[src/rtl/imm_extender_pipe_if.sv]
// -----------------------------------------------------------------------------
// imm_extender_pipe_if
//   Handshake and data bundle for the registered immediate extender.
//   The upstream and downstream sides are grouped in one interface, so a single
//   producer/consumer (for example a decode stage model) drives the master side.
//
// Parameters
//   IN_W  : raw immediate width
//   OUT_W : extended result width
//
// Signals
//   InValid       : upstream immediate valid             (master -> slave)
//   InReady       : extender can accept this cycle       (slave  -> master)
//   Immediate     : raw immediate, IN_W bits             (master -> slave)
//   Mode          : 0 zero, 1 sign, 2 upper, 3 prefix    (master -> slave)
//   OutValid      : Out holds a valid result             (slave  -> master)
//   OutReady      : downstream accepts Out               (master -> slave)
//   Out           : extended result, OUT_W bits          (slave  -> master)
//   PrefixPending : a prefix is stored, awaiting partner (slave  -> master)
// -----------------------------------------------------------------------------
interface imm_extender_pipe_if #(
   parameter int IN_W  = 8,
   parameter int OUT_W = 16
);
   logic             InValid;
   logic             InReady;
   logic [IN_W-1:0]  Immediate;
   logic [1:0]       Mode;
   logic             OutValid;
   logic             OutReady;
   logic [OUT_W-1:0] Out;
   logic             PrefixPending;

   modport master (
      output InValid, Immediate, Mode, OutReady,
      input  InReady, OutValid, Out, PrefixPending
   );

   modport slave (
      input  InValid, Immediate, Mode, OutReady,
      output InReady, OutValid, Out, PrefixPending
   );
endinterface

[src/rtl/imm_extender_pipe.sv]
// -----------------------------------------------------------------------------
// imm_extender_pipe
//   Registered immediate extender between decode and the ALU operand mux.
//   Widens an IN_W-bit immediate to OUT_W bits (zero, sign, upper placement)
//   or, in prefix mode, stores the immediate so that the next word is emitted
//   as {prefix, immediate}. One output register stage, valid/ready on both
//   sides, InReady = !OutValid || OutReady.
//
// Parameters
//   IN_W           : immediate input width (>= 2)
//   OUT_W          : extended output width (> IN_W)
//   PREFIX_TIMEOUT : idle cycles a pending prefix survives (timeout build only)
//
// Ports
//   CLK   : clock, all state on the rising edge
//   Reset : synchronous, active-high reset
//   bus   : imm_extender_pipe_if.slave (handshakes, Immediate, Mode, Out,
//           PrefixPending)
//
// Build option
//   EXT_PREFIX_TIMEOUT_EN : when defined, a pending prefix is dropped after
//                           PREFIX_TIMEOUT idle cycles; otherwise it persists
//                           until consumed or Reset.
// -----------------------------------------------------------------------------
module imm_extender_pipe #(
   parameter int IN_W           = 8,
   parameter int OUT_W          = 16,
   parameter int PREFIX_TIMEOUT = 15
) (
   input  logic                CLK,
   input  logic                Reset,
   imm_extender_pipe_if.slave  bus
);

   // Prefix register width, and how many immediate bits fit into it.
   localparam int P  = OUT_W - IN_W;
   localparam int PW = (IN_W < P) ? IN_W : P;

   if (IN_W < 2 || OUT_W <= IN_W || PREFIX_TIMEOUT < 1) begin : g_bad_params
      $error("imm_extender_pipe: illegal parameters IN_W=%0d OUT_W=%0d PREFIX_TIMEOUT=%0d",
             IN_W, OUT_W, PREFIX_TIMEOUT);
   end

   typedef enum logic {
      IDLE,
      PREFIXED
   } state_e;

   state_e           state_q, state_d;
   logic [P-1:0]     prefix_q, prefix_d;
   logic [OUT_W-1:0] out_q, out_d;
   logic             out_valid_q, out_valid_d;

   logic             in_ready;
   logic             accept;
   logic             timeout;
   logic [P-1:0]     prefix_in;
   logic [OUT_W-1:0] ext_word;

   assign in_ready          = !out_valid_q || bus.OutReady;
   assign accept            = bus.InValid && in_ready;

   assign bus.InReady       = in_ready;
   assign bus.OutValid      = out_valid_q;
   assign bus.Out           = out_q;
   assign bus.PrefixPending = (state_q == PREFIXED);

   // Low min(IN_W, P) immediate bits, zero-extended to the prefix width.
   assign prefix_in = P'(bus.Immediate[PW-1:0]);

   // Stand-alone extension of the incoming immediate.
   always_comb begin
      // NOTE: every combinational output gets a default first so no path
      // through the block leaves it unassigned (which would infer a latch).
      ext_word = '0;
      unique case (bus.Mode)
         2'd0:    ext_word = OUT_W'(bus.Immediate);
         2'd1:    ext_word = {{P{bus.Immediate[IN_W-1]}}, bus.Immediate};
         2'd2:    ext_word = OUT_W'(bus.Immediate) << P;
         default: ext_word = '0;  // prefix words never reach Out directly
      endcase
   end

`ifdef EXT_PREFIX_TIMEOUT_EN
   localparam int CNT_W = $clog2(PREFIX_TIMEOUT + 1);

   logic [CNT_W-1:0] cnt_q, cnt_d;

   assign timeout = (state_q == PREFIXED) && (cnt_q == CNT_W'(PREFIX_TIMEOUT));

   // Idle-cycle counter: restarts on every prefix accept, counts only while a
   // prefix waits with no accept, and saturates at PREFIX_TIMEOUT.
   always_comb begin
      cnt_d = cnt_q;
      if (accept) begin
         cnt_d = '0;
      end else if (state_q == PREFIXED) begin
         if (cnt_q != CNT_W'(PREFIX_TIMEOUT)) begin
            cnt_d = cnt_q + 1'b1;
         end
      end else begin
         cnt_d = '0;
      end
   end

   always_ff @(posedge CLK) begin
      if (Reset) begin
         cnt_q <= '0;
      end else begin
         cnt_q <= cnt_d;
      end
   end
`else
   assign timeout = 1'b0;
`endif

   // Next-state and datapath: prefix FSM plus the single output register.
   always_comb begin
      state_d     = state_q;
      prefix_d    = prefix_q;
      out_d       = out_q;
      out_valid_d = out_valid_q;

      // Normal drain; a new load below takes precedence. Out keeps its value.
      if (out_valid_q && bus.OutReady) begin
         out_valid_d = 1'b0;
      end

      if (accept) begin
         if (bus.Mode == 2'd3) begin
            // Last prefix wins; the output register is left alone.
            state_d  = PREFIXED;
            prefix_d = prefix_in;
         end else begin
            // A pending prefix overrides the word's own Mode.
            out_d       = (state_q == PREFIXED) ? {prefix_q, bus.Immediate} : ext_word;
            out_valid_d = 1'b1;
            state_d     = IDLE;
            prefix_d    = '0;
         end
      end else if (timeout) begin
         state_d  = IDLE;
         prefix_d = '0;
      end
   end

   always_ff @(posedge CLK) begin
      // NOTE: state registers use non-blocking assignments so every register
      // samples the pre-edge values regardless of statement order.
      if (Reset) begin
         // NOTE: all state, including the data register Out, is cleared
         // because downstream may observe Out right after reset.
         state_q     <= IDLE;
         prefix_q    <= '0;
         out_q       <= '0;
         out_valid_q <= 1'b0;
      end else begin
         state_q     <= state_d;
         prefix_q    <= prefix_d;
         out_q       <= out_d;
         out_valid_q <= out_valid_d;
      end
   end

endmodule

[src/flat_wrapper.sv]
// flat-port wrapper written by rule: the top's interface ports become plain ports
module imm_extender_pipe_flat 
#(
   parameter int IN_W           = 8,
   parameter int OUT_W          = 16,
   parameter int PREFIX_TIMEOUT = 15
)
  (CLK, Reset, bus_InValid, bus_Immediate, bus_Mode, bus_OutReady, bus_InReady, bus_OutValid, bus_Out, bus_PrefixPending);
  imm_extender_pipe_if #(.IN_W(IN_W), .OUT_W(OUT_W)) bus_i ();
  input  logic CLK;
  input  logic Reset;
  input wire logic [$bits(bus_i.InValid)-1:0] bus_InValid;
  input wire logic [$bits(bus_i.Immediate)-1:0] bus_Immediate;
  input wire logic [$bits(bus_i.Mode)-1:0] bus_Mode;
  input wire logic [$bits(bus_i.OutReady)-1:0] bus_OutReady;
  output wire logic [$bits(bus_i.InReady)-1:0] bus_InReady;
  output wire logic [$bits(bus_i.OutValid)-1:0] bus_OutValid;
  output wire logic [$bits(bus_i.Out)-1:0] bus_Out;
  output wire logic [$bits(bus_i.PrefixPending)-1:0] bus_PrefixPending;
  assign bus_i.InValid = bus_InValid;
  assign bus_i.Immediate = bus_Immediate;
  assign bus_i.Mode = bus_Mode;
  assign bus_i.OutReady = bus_OutReady;
  assign bus_InReady = bus_i.InReady;
  assign bus_OutValid = bus_i.OutValid;
  assign bus_Out = bus_i.Out;
  assign bus_PrefixPending = bus_i.PrefixPending;
  imm_extender_pipe #(.IN_W(IN_W), .OUT_W(OUT_W), .PREFIX_TIMEOUT(PREFIX_TIMEOUT)) u_core (.CLK(CLK), .Reset(Reset), .bus(bus_i));
endmodule
[config.mk]
export PLATFORM = sky130hd
export DESIGN_NAME = imm_extender_pipe_flat
export DESIGN_NICKNAME = d
export VERILOG_FILES = /design/src/rtl/imm_extender_pipe_if.sv /design/src/rtl/imm_extender_pipe.sv /design/src/flat_wrapper.sv
export SDC_FILE = /design/constraint.sdc
export NUM_CORES = 1
export LEC_CHECK = 0
export CORE_UTILIZATION = 48
export CTS_BUF_LIST = sky130_fd_sc_hd__clkbuf_8
export DETAILED_ROUTE_END_ITERATION = 8
export MAX_ROUTING_LAYER = met4
export PLACE_DENSITY = 0.81
export REMOVE_ABC_BUFFERS = 1
export SLEW_MARGIN = 20
export SYNTH_ARGS = -nofsm -noshare
export SYNTH_HDL_FRONTEND = slang
export SYNTH_SLANG_ARGS = --single-unit
[constraint.sdc]
create_clock -name CLK -period 1.5 [get_ports CLK]
set_input_delay 0.15 -clock CLK [delete_from_list [all_inputs] [get_ports CLK]]
set_output_delay 0.15 -clock CLK [all_outputs]
set_load 0.05 [all_outputs]
==> results of run 1 <==
## logic make-up (layout without fill, tap and decap cells)
group | after synthesis | count (layout)
buffers and inverters | 11 | 47
and+or+nand+nor | 60 | 60
DFF | 26 | 26
AOI/OAI and AO/OA | 34 | 34
xor gates and xnor gates | 1 | 1
## path summary, 6_finish.rpt
path | cells past startpoint | endpoint | slack [ns]
worst max register to register | 3 | u_core.bus.Out[12]$_SDFFE_PP0P_ | 0.29
worst min-delay path | 2 | u_core.prefix_q[6]$_SDFFE_PP0P_ | 0.46
worst max-delay path | 2 | bus_PrefixPending | 0.18
worst min register to register | 2 | u_core.prefix_q[6]$_SDFFE_PP0P_ | 0.46
## registers in the layout, summed over array words and instances, names as in the netlist
signal                    flops
u_core.bus.PrefixPending      1
u_core.bus.Out               16
u_core.prefix_q               8
u_core.bus.OutValid           1
## placed cells by master, fill, tap and decap left out, types with 2 or more instances in the layout
master and n:
nand2_1 19, clkdlybuf4s50_1 13, nor2_1 2, and2_1 2
clkbuf_8 4, buf_12 4, a21oi_1 18, nand3_1 16
o41ai_1 7, buf_4 26, nor2b_1 8, nand3b_1 8
a211oi_1 8, dfxtp_1 26
## final cells by class
cell class,count,share of cell area
Sequential cell,26,0.333
Tap cell,28,0.0224
Multi-Input combinational cell,95,0.349
Timing Repair Buffer,43,0.260
Clock buffer,4,0.0353
## routing by layer
metal | wire length, um | up-vias | track usage
met3 | 194 | 4 | 0.0394
met5 | 0 | - | -
li1 | - | 539 | -
met2 | 1290 | 48 | 0.371
met1 | 1220 | 496 | 0.287
met4 | 33 | 0 | 0.124
## stage by stage
step | total power [W] | hold slack (ns) | area, um^2 | TNS (ns) | cells
final | 0.00157 | 0.456 | 1560 | 0 | 196
after global placement | 0.00113 | 0.439 | 1510 | -0.0449 | 192
after detailed placement | 0.00113 | 0.445 | 1510 | -0.258 | 192
after floorplan | 0.000957 | 0.219 | 1070 | -2.97 | 121
after CTS | 0.00158 | 0.457 | 1560 | 0 | 196
after global routing | 0.00163 | 0.479 | 1560 | 0 | 196
## critical path: stages, from the launching register on
cell and delay (ns):
dfxtp_1 0.50, buf_4 0.25, buf_12 0.15
## power by group through the flow
stage                     combinational, W  sequential, W  clock (W)
after CTS                         0.000376       0.000743   0.000458
after detailed placement          0.000373       0.000759          0
final                             0.000377       0.000743   0.000449
after global placement            0.000368       0.000757          0
after global routing              0.000399       0.000747   0.000482
after floorplan                   0.000103       0.000854          0
==> flow_summary_export.csv, run 1 <==
group,metric,value,unit
finish,diodes,0,
sta,finalHoldViolations,0,
yosys,synth_common_cells,"dfxtp_1 (26), nand2_1 (19), a21oi_1 (18), nand3_1 (16)",
clock_network,root_buffer,"clkbuf_8",
yosys,synth_cells,132,
power_and_ir_drop,seqPwrFrac,0.474,
setup_path,arrival,1.17,ns
power_and_ir_drop,switching_share,0.293,
finish,drive_gt1_frac,0.220,
clock_network,cts_buffers,3,
yosys,yosysWarnings,0,
clock_network,clock_latency,0.27,ns
clock_network,cts_buffer_depth,2,
setup_path,r2r-start,"u_core.bus.PrefixPending$_SDFFE_PP0P_",
sta,relSlewSlack,0.753,
grt,grt_usage,0.235,
yosys,synth_compound_area_frac,0.195,
grt,grt_max_degree,34,
yosys,synth_cell_types,19,
grt,grt_pass1_vias,1035,
sta,fmax,759,MHz
yosys,syn_avg_cell_area,8.43,um^2
yosys,seq_area_frac_synth,0.468,
yosys,muxShareOfSynthArea,0,
detailed_routing,dr.pass1.iters,4,
clock_network,cts_sinks,26,
sta,rsz0062_at_grt,"false",
finish,multiInputGateArea,546,um^2
yosys,synth_top_cell_area_share,0.468,
grt,grt-ovfl-total,0,
floorplanning,die_width,50.1,um
detailed_routing,ant_nets,0,
setup_path,crit_required,1.35,ns
floorplanning,initial_utilization,0.508,
yosys,yosysMostFrequentCell,"dfxtp_1",
yosys,synthSimpleGateAreaFrac,0.288,
detailed_routing,via_per_inst,5.55,
detailed_routing,drt_iter0_drc,28,
yosys,synth-seq-cells,26,
setup_path,startpoint_type,"flop",
flow_run,cap_violations,0,
finish,num-nets-final,183,
yosys,synth_top_family_by_area,"simple AND/OR/NAND/NOR gates",
sta,setup_slack,0.183,ns
yosys,synth_edf_count,0,
power_and_ir_drop,p_int,0.00111,W
power_and_ir_drop,switchingPower,0.000460,W
clock_network,cts-resized-gates,0,
floorplanning,fp.dieH,50.1,um
power_and_ir_drop,power-per-cell-area,1000,mW/mm^2
floorplanning,rows,17,
clock_network,cts_hold_buf,0,
sta,report.final.slew_viol_count,0,
placement,gp_congestion,0.822,
finish,syn_to_final_growth,40.4,%
clock_network,cts_tree,"yes",
clock_network,cts_setup_buffers,0,
placement,numPortBuffers,32,
floorplanning,core_area,0.00219,mm^2
power_and_ir_drop,cellLeakagePower,0.612,nW
detailed_routing,wl,2740,um
yosys,synthArstFlopShare,0,
sta,fin_worst_skew,0.00226,ns
yosys,synth_ff_type,"dfxtp_1",
power_and_ir_drop,p_clk_frac,0.286,
yosys,synthTopCellsByArea,"dfxtp_1 (47%), a21oi_1 (8.1%), nand3_1 (7.2%)",
grt,grt_pass1_wl,4370,um
sta,worst_pin_slew,0.370,ns
floorplanning,die-area,0.00251,mm^2
sta,finalCritPeriodShare,0.878,
power_and_ir_drop,p_comb_frac,0.240,
floorplanning,ioPinCount,33,
detailed_routing,drc,0,
placement,hpwl,1820,um
hold_path,min_from,"u_core.prefix_q[6]$_SDFFE_PP0P_",
setup_path,crit_start,"u_core.bus.PrefixPending$_SDFFE_PP0P_",
detailed_routing,routedWlPerCell,14.0,um
setup_path,criticalPathCategory,"reg -> out",
setup_path,critPathCaptureType,"output pin",
power_and_ir_drop,vdd_drop_max,0.000628,V
sta,final-setup-viol-count,0,
detailed_routing,num_vias,1087,
finish,fill_cells,185,
grt,antenna_found_initial,0,
finish,ff_latch_area,520,um^2
finish,utilization,0.713,
yosys,synth-xor-area-share,0.00787,
status,outcome,"finished clean",
yosys,syn_area,0.00111,mm^2
yosys,synthAdderAreaFrac,0,
clock_network,path_clk_slew,0.09,ns
setup_path,crit_fanout,11,
hold_path,hold_path.class,"reg -> reg",
sta,finalCriticalPeriod,1.32,ns
yosys,synth_area_leader_cell,"dfxtp_1",
placement,pre_cts_slack,-0.0631,ns
clock_network,htree_levels,1,
Note: power is estimated with default switching activity, not from simulation.
==> run 2: changes to the inputs <==
==> constraint.sdc (replaced) <==
create_clock -name CLK -period 1.5 [get_ports CLK]
set_input_delay 0.3 -clock CLK [delete_from_list [all_inputs] [get_ports CLK]]
set_output_delay 0.3 -clock CLK [all_outputs]
set_load 0.05 [all_outputs]
==> flow_summary_export.csv, run 2 (same netlist as run 1, synthesis figures left out) <==
group,metric,value,unit
detailed_routing,dr.pass1.iters,4,
floorplanning,ioPinCount,33,
placement,hpwl,2100,um
clock_network,cts_hold_buf,0,
detailed_routing,ant_nets,0,
detailed_routing,drc,0,
power_and_ir_drop,p_int,0.00112,W
setup_path,startpoint_type,"primary input",
power_and_ir_drop,p_comb_frac,0.283,
grt,antenna_found_initial,0,
setup_path,arrival,1.15,ns
detailed_routing,drt_iter0_drc,24,
setup_path,crit_required,1.20,ns
power_and_ir_drop,seqPwrFrac,0.475,
setup_path,criticalPathCategory,"in -> out",
flow_run,cap_violations,0,
finish,fin_cells,197,
setup_path,cpPeakStageDelay,0.40,ns
detailed_routing,via_per_inst,5.62,
sta,finalCriticalPeriod,1.45,ns
floorplanning,fp.dieH,50.1,um
detailed_routing,routedWlPerCell,14.9,um
floorplanning,die-area,0.00251,mm^2
clock_network,htree_levels,1,
finish,final_common_cell,"dfxtp_1",
setup_path,critPathCaptureType,"output pin",
finish,final_cell_mix,"dfxtp_1 (26), buf_12 (21), nand2_1 (19)",
floorplanning,core_area,0.00219,mm^2
sta,finalCritPeriodShare,0.968,
floorplanning,initial_utilization,0.508,
power_and_ir_drop,vdd_drop_max,0.000716,V
grt,grt_usage,0.259,
grt,grt-ovfl-total,0,
detailed_routing,num_vias,1108,
setup_path,crit_slowest_cell,"clkdlybuf4s50_1",
finish,syn_to_final_growth,62.1,%
sta,fmax,689,MHz
sta,final-setup-viol-count,0,
sta,finalHoldViolations,0,
sta,final.setup.tns,0,ns
power_and_ir_drop,power-per-cell-area,885,mW/mm^2
floorplanning,die_width,50.1,um
finish,diodes,0,
sta,fin_worst_skew,0.00150,ns
clock_network,cts_buffer_depth,2,
finish,num-nets-final,185,
clock_network,cts_sinks,26,
power_and_ir_drop,switchingPower,0.000474,W
status,outcome,"finished clean",
clock_network,cts-resized-gates,0,
placement,gp_congestion,0.804,
placement,numPortBuffers,32,
clock_network,cts_buffers,3,
power_and_ir_drop,p_clk_frac,0.242,
grt,grt_pass1_wl,4930,um
power_and_ir_drop,cellLeakagePower,0.687,nW
setup_path,crit_fanout,5,
clock_network,cts_setup_buffers,0,
sta,report.final.slew_viol_count,0,
power_and_ir_drop,switching_share,0.297,
grt,grt_pass1_vias,1104,
clock_network,root_buffer,"clkbuf_8",
clock_network,cts_tree,"yes",
detailed_routing,wl,2940,um
hold_path,hold_path.class,"reg -> reg",
sta,relSlewSlack,0.756,
placement,placed_cells,194,
sta,worst_pin_slew,0.366,ns
setup_path,path_cells,"clkdlybuf4s50_1 > nand2b_4 > buf_4 > buf_12",
grt,grt_max_degree,34,
finish,drive_gt1_frac,0.243,
clock_network,path_clk_slew,0.08,ns
floorplanning,rows,17,
clock_network,clock_latency,0.27,ns
finish,largest_reg_flops,16,
==> run 2: cell count changes in the layout (fill, tap and decap cells not counted), sizes merged <==
cell | previous run | this run
buf | 30 | 32
clkbuf | 4 | 3
==> run 2: worst paths after layout <==
kind / startpoint / to / slack (ns) / depth (start not counted)
setup reg to reg: u_core.bus.OutValid$_SDFF_PP0_ / u_core.bus.Out[9]$_SDFFE_PP0P_ / 0.27 / 4
hold reg to reg: u_core.prefix_q[3]$_SDFFE_PP0P_ / u_core.prefix_q[3]$_SDFFE_PP0P_ / 0.46 / 2
hold / removal: u_core.prefix_q[3]$_SDFFE_PP0P_ / u_core.prefix_q[3]$_SDFFE_PP0P_ / 0.46 / 2
setup / recovery: bus_OutReady / bus_InReady / 0.05 / 4
==> run 2: area by class of cell <==
type	instances	area [um^2]
clock buffer	3	41.3
fill	137	388
multi-input combinational	95	573
sequential	26	520
tap	28	35.0
timing repair buffer	45	633
==> run 2: per-layer routing <==
metal,vias up,part of all wire,track usage,wire length (um)
met2,41,0.52,0.438,1520
met4,0,0.014,0.0810,41
li1,542,-,-,-
met3,5,0.046,0.0273,134
met5,-,0,-,0
met1,520,0.42,0.323,1250
==> run 2: worst max-delay path: cells and delay by family <==
kind                   cells  cell delay [ns]
buffers and inverters      3             0.69
and+or+nand+nor            1             0.16
==> run 2: per-stage QoR <==
step	hold WS (ns)	utilization	setup slack, ns	area, um^2	total power, W
after floorplan	0.369	-	-0.215	1070	0.000957
after global placement	0.438	0.792	-0.150	1730	0.00120
after detailed placement	0.452	0.792	-0.231	1730	0.00122
after CTS	0.463	0.810	0.00373	1780	0.00159
after global routing	0.491	0.823	-0.00158	1800	0.00166
final	0.464	0.823	0.0478	1800	0.00160
==> run 2: power by group through the flow <==
stage | Clock (W) | Combinational (W) | Sequential, W
2_1_floorplan | 0 | 0.000103 | 0.000854
3_3_place_gp | 0 | 0.000434 | 0.000771
3_5_place_dp | 0 | 0.000443 | 0.000773
4_1_cts | 0.000392 | 0.000444 | 0.000757
5_1_grt | 0.000419 | 0.000475 | 0.000762
6_report | 0.000386 | 0.000451 | 0.000758
